[config.mk]
export PLATFORM = sky130hd
export DESIGN_NAME = mem_rsp_fifo
export DESIGN_NICKNAME = d
export VERILOG_FILES = /design/src/rtl/mem_rsp_fifo.sv
export SDC_FILE = /design/constraint.sdc
export NUM_CORES = 1
export LEC_CHECK = 0
export BUFFER_PORTS_ARGS = -buffer_cell sky130_fd_sc_hd__buf_2
export CAP_MARGIN = 20
export CORE_AREA = 2 2 90 92
export CTS_CLUSTER_SIZE = 8
export DETAILED_ROUTE_END_ITERATION = 6
export DIE_AREA = 0 0 92 94
export PLACE_DENSITY_LB_ADDON = 0.25
export SLEW_MARGIN = 5
export SYNTH_ARGS = -nofsm -noshare
export SYNTH_HDL_FRONTEND = slang
export SYNTH_SLANG_ARGS = --single-unit
[constraint.sdc]
create_clock -name clk -period 6.35 [get_ports clk]
set_input_delay 0.635 -clock clk [delete_from_list [all_inputs] [get_ports clk]]
set_output_delay 0.635 -clock clk [all_outputs]
set_load 0.01 [all_outputs]
[src/rtl/mem_rsp_fifo.sv]
// First-word-fall-through FIFO; head is read straight from registered storage, zero when empty.
// Push while full and pop while empty are ignored; the caller's credit scheme prevents both.
module mem_rsp_fifo #(
  parameter int WIDTH = 8,
  parameter int DEPTH = 8
) (
  input  logic                     clk,
  input  logic                     reset,
  input  logic                     push_i,
  input  logic [WIDTH-1:0]         push_dat_i,
  input  logic                     pop_i,
  output logic [WIDTH-1:0]         head_o,
  output logic                     full_o,
  output logic                     empty_o,
  output logic [$clog2(DEPTH):0]   count_o
);

  localparam int AW = $clog2(DEPTH);

  logic [WIDTH-1:0] mem_q [DEPTH];
  logic [AW:0]      wr_ptr_q, wr_ptr_d;
  logic [AW:0]      rd_ptr_q, rd_ptr_d;
  logic             do_push, do_pop;

  assign count_o  = wr_ptr_q - rd_ptr_q;
  assign empty_o  = (count_o == '0);
  assign full_o   = (count_o == (AW+1)'(DEPTH));
  assign do_push  = push_i && !full_o;
  assign do_pop   = pop_i && !empty_o;
  assign wr_ptr_d = wr_ptr_q + (AW+1)'(do_push);
  assign rd_ptr_d = rd_ptr_q + (AW+1)'(do_pop);

  // Forcing zero on empty keeps the data/tag outputs at their reset values.
  assign head_o = empty_o ? '0 : mem_q[rd_ptr_q[AW-1:0]];

  always_ff @(posedge clk) begin
    if (do_push) begin
      mem_q[wr_ptr_q[AW-1:0]] <= push_dat_i;
    end
  end

  always_ff @(posedge clk) begin
    if (!reset) begin
      wr_ptr_q <= '0;
      rd_ptr_q <= '0;
    end else begin
      wr_ptr_q <= wr_ptr_d;
      rd_ptr_q <= rd_ptr_d;
    end
  end

endmodule

==> impl_metrics.yaml <==
run_status:
  status: "completed"
global_routing:
  grtUsageTotal_pct: 14.6
  grt_max_degree: 20
  antenna_found_initial: 0
  grt_pass1_wl_um: 9000
  grt_pass1_vias: 1577
  overflow: 0
detailed_routing:
  drtIter0Drc: 73
  ant_nets: 0
  vias: 1545
  wire_per_inst_um: 18.0
  dr.pass1.iters: 4
  wl_um: 5600
  avgViaCountPerCell: 4.97
  drc_errors: 0
clocking:
  post_cts_buffers: 0
  clock_latency_ns: 0.34
  cts_htree_levels: 3
  clock_sinks: 72
  clockBufferDepth: 2
  numCtsBuffers: 9
  clk_pin_slew_ns: 0.07
  cts_hold_buf: 0
  cts_root_buffer: "clkbuf_8"
  cts_resized: 0
  cts_tree: "yes"
job:
  drv_cap: 0
pwr:
  power_switching_share_pct: 31.3
  power.density_nw_per_um2: 430
  total_power_w: 0.00151
  clock_power_share_pct: 28.9
  ir_worst_vdd_v: 0.000399
  p_int_w: 0.00103
  pwr-share-seq_pct: 39.7
  switchingPower_w: 0.000472
  p_comb_share_pct: 31.4
  p_leak_nw: 1.23
place:
  dpl.hpwl_um: 3620
  port_buffers: 25
  routabilityCongestion: 0.689
  postPlaceCellArea_um2: 3260
  post-place-ws_ns: 2.63
sta:
  maxSlewHeadroom_pct: 34.5
  final_hold_viol_count: 0
  hold-worst-slack_ns: 0.570
  rsz0062_at_grt: "no"
  fin_crit_ns: 3.90
  setup_tns_ns: 0
  worstMarginPinSlew_ns: 0.979
  fin_skew_ns: 0.00559
  report.final.slew_viol_count: 0
  fmax_mhz: 257
  worst_slack_ns: 2.45
  finalSetupViolations: 0
  fin_crit_sh_pct: 61.4
finish:
  mostFrequentLayoutCells: "edfxtp_1, buf_2, nand2_1"
  nets: 224
  syn2layout_area_growth_pct: 16.7
  final_common_cell: "edfxtp_1"
  diodes: 0
  layout-drive-gt1-share_pct: 33.5
  postLayoutCellArea_um2: 3500
yosys:
  synth_cells: 169
  yosysTopAreaCellShare_pct: 64.1
  syn_nets: 189
  yosysTopAreaCell: "edfxtp_1"
  yosysUniqueCellTypes: 25
  yosys-top-cells-area: "edfxtp_1, mux4_2, dfxtp_1"
  avgSynthCellArea_um2: 17.8
  ys_warn_count: 0
  synthesis.area_um2: 3000
  synth-seq-cells: 72
  yosysSeqAreaShare_pct: 69.4
critical_path:
  rr_endpoint: "mem_q[2][3]$_DFFE_PP_"
  path_class: "reg2out"
  r2r_slack_ns: 2.70
  start_kind: "flip-flop"
  timing.rr.start: "rd_ptr_q[2]$_SDFF_PN0_"
  cp.arrival_ns: 3.26
  reg2regPathDepth: 7
  path_max_fanout: 11
  crit_start: "rd_ptr_q[2]$_SDFF_PN0_"
  crit_end: "head_o[0]"
  endpoint_kind: "output pin"
  cp.required_ns: 5.71
min_path:
  hp-class: "in2reg"
floorplan:
  coreArea_um2: 7610
  dieHeight_um: 94
  die_w_um: 92
  initial_core_util_pct: 39.4
  dieArea_um2: 8650
  placementRows: 32
  ios: 26
-- power groups by stage --
stage,sequential (W),clock [W],combinational (W)
after floorplan,0.000590,0,0.000329
after global placement,0.000610,0,0.000476
after detailed placement,0.000611,0,0.000479
after CTS,0.000600,0.000446,0.000481
after global routing,0.000604,0.000467,0.000524
final,0.000598,0.000435,0.000473
-- synth_stat cells (all sizes together) --
library cell,n
nor2b,2
nor3,2
and3b,1
dfxtp,8
nor4,2
and2,9
clkbuf,2
clkinv,1
nor4b,4
a21o,1
buf,5
nand3b,1
inv,4
ha,7
nand2,19
a21oi,10
xnor2,2
fa,1
xor2,4
nand3,3
or3,1
edfxtp,64
mux4,16
-- area by class of cell --
class	instances	area [um^2]
sequential	72	2080
multi-input combinational	85	860
clock inverter	6	115
timing repair buffer	31	170
clock buffer	10	128
inverter	5	18.8
tap	102	128
fill	677	4110
-- per-stage QoR --
stage	util [%]	cells
2_1_floorplan	-	169
3_3_place_gp	42.7	294
3_5_place_dp	42.8	295
4_1_cts	46.0	311
5_1_grt	46.0	311
6_report	46.0	311
-- state kept, by name, indices dropped and copies added, names as in the netlist --
register and count:
mem_q 64, rd_ptr_q 4, wr_ptr_q 4
-- worst min path at each step --
stage	startpoint	endpoint	slack (ns)	depth (start not counted)
floorplan	rd_ptr_q[1]$_SDFF_PN0_	rd_ptr_q[1]$_SDFF_PN0_	0.55	2
CTS	push_dat_i[3]	mem_q[3][3]$_DFFE_PP_	0.56	1
global route	push_dat_i[3]	mem_q[3][3]$_DFFE_PP_	0.56	1
finish	push_dat_i[1]	mem_q[7][1]$_DFFE_PP_	0.57	1
detailed placement	wr_ptr_q[3]$_SDFF_PN0_	wr_ptr_q[3]$_SDFF_PN0_	0.58	2
global placement	wr_ptr_q[3]$_SDFF_PN0_	wr_ptr_q[3]$_SDFF_PN0_	0.60	2
-- logic make-up after synthesis --
kind of cell,Yosys count,share of synthesized area [%]
muxes,16,12.0
xor gates and xnor gates,6,1.75
buffers and inverters,12,2.13
and+or+nand+nor,44,9.09
adders and majority gates,8,3.59
AOI/OAI and AO/OA,11,2.04
DFF,72,69.4
-- critical path, stage by stage (launching register included) --
cell and delay [ns]:
dfxtp_1 0.65, clkinv_1 0.47, ha_1 0.46, xor2_1 0.18, or3_1 0.34, a21oi_2 0.49, a21oi_1 0.14, buf_2 0.19
-- metal layers --
layer | vias up | routed length, um | track usage (%) | part of all wire [%]
li1 | 724 | - | - | -
met1 | 777 | 2690 | 20.5 | 48
met2 | 36 | 2580 | 21.6 | 46
met3 | 8 | 251 | 4.90 | 4.5
met4 | 0 | 75 | 4.48 | 1.3
met5 | - | 0 | 0 | 0
(Power assumes the default switching activity.)
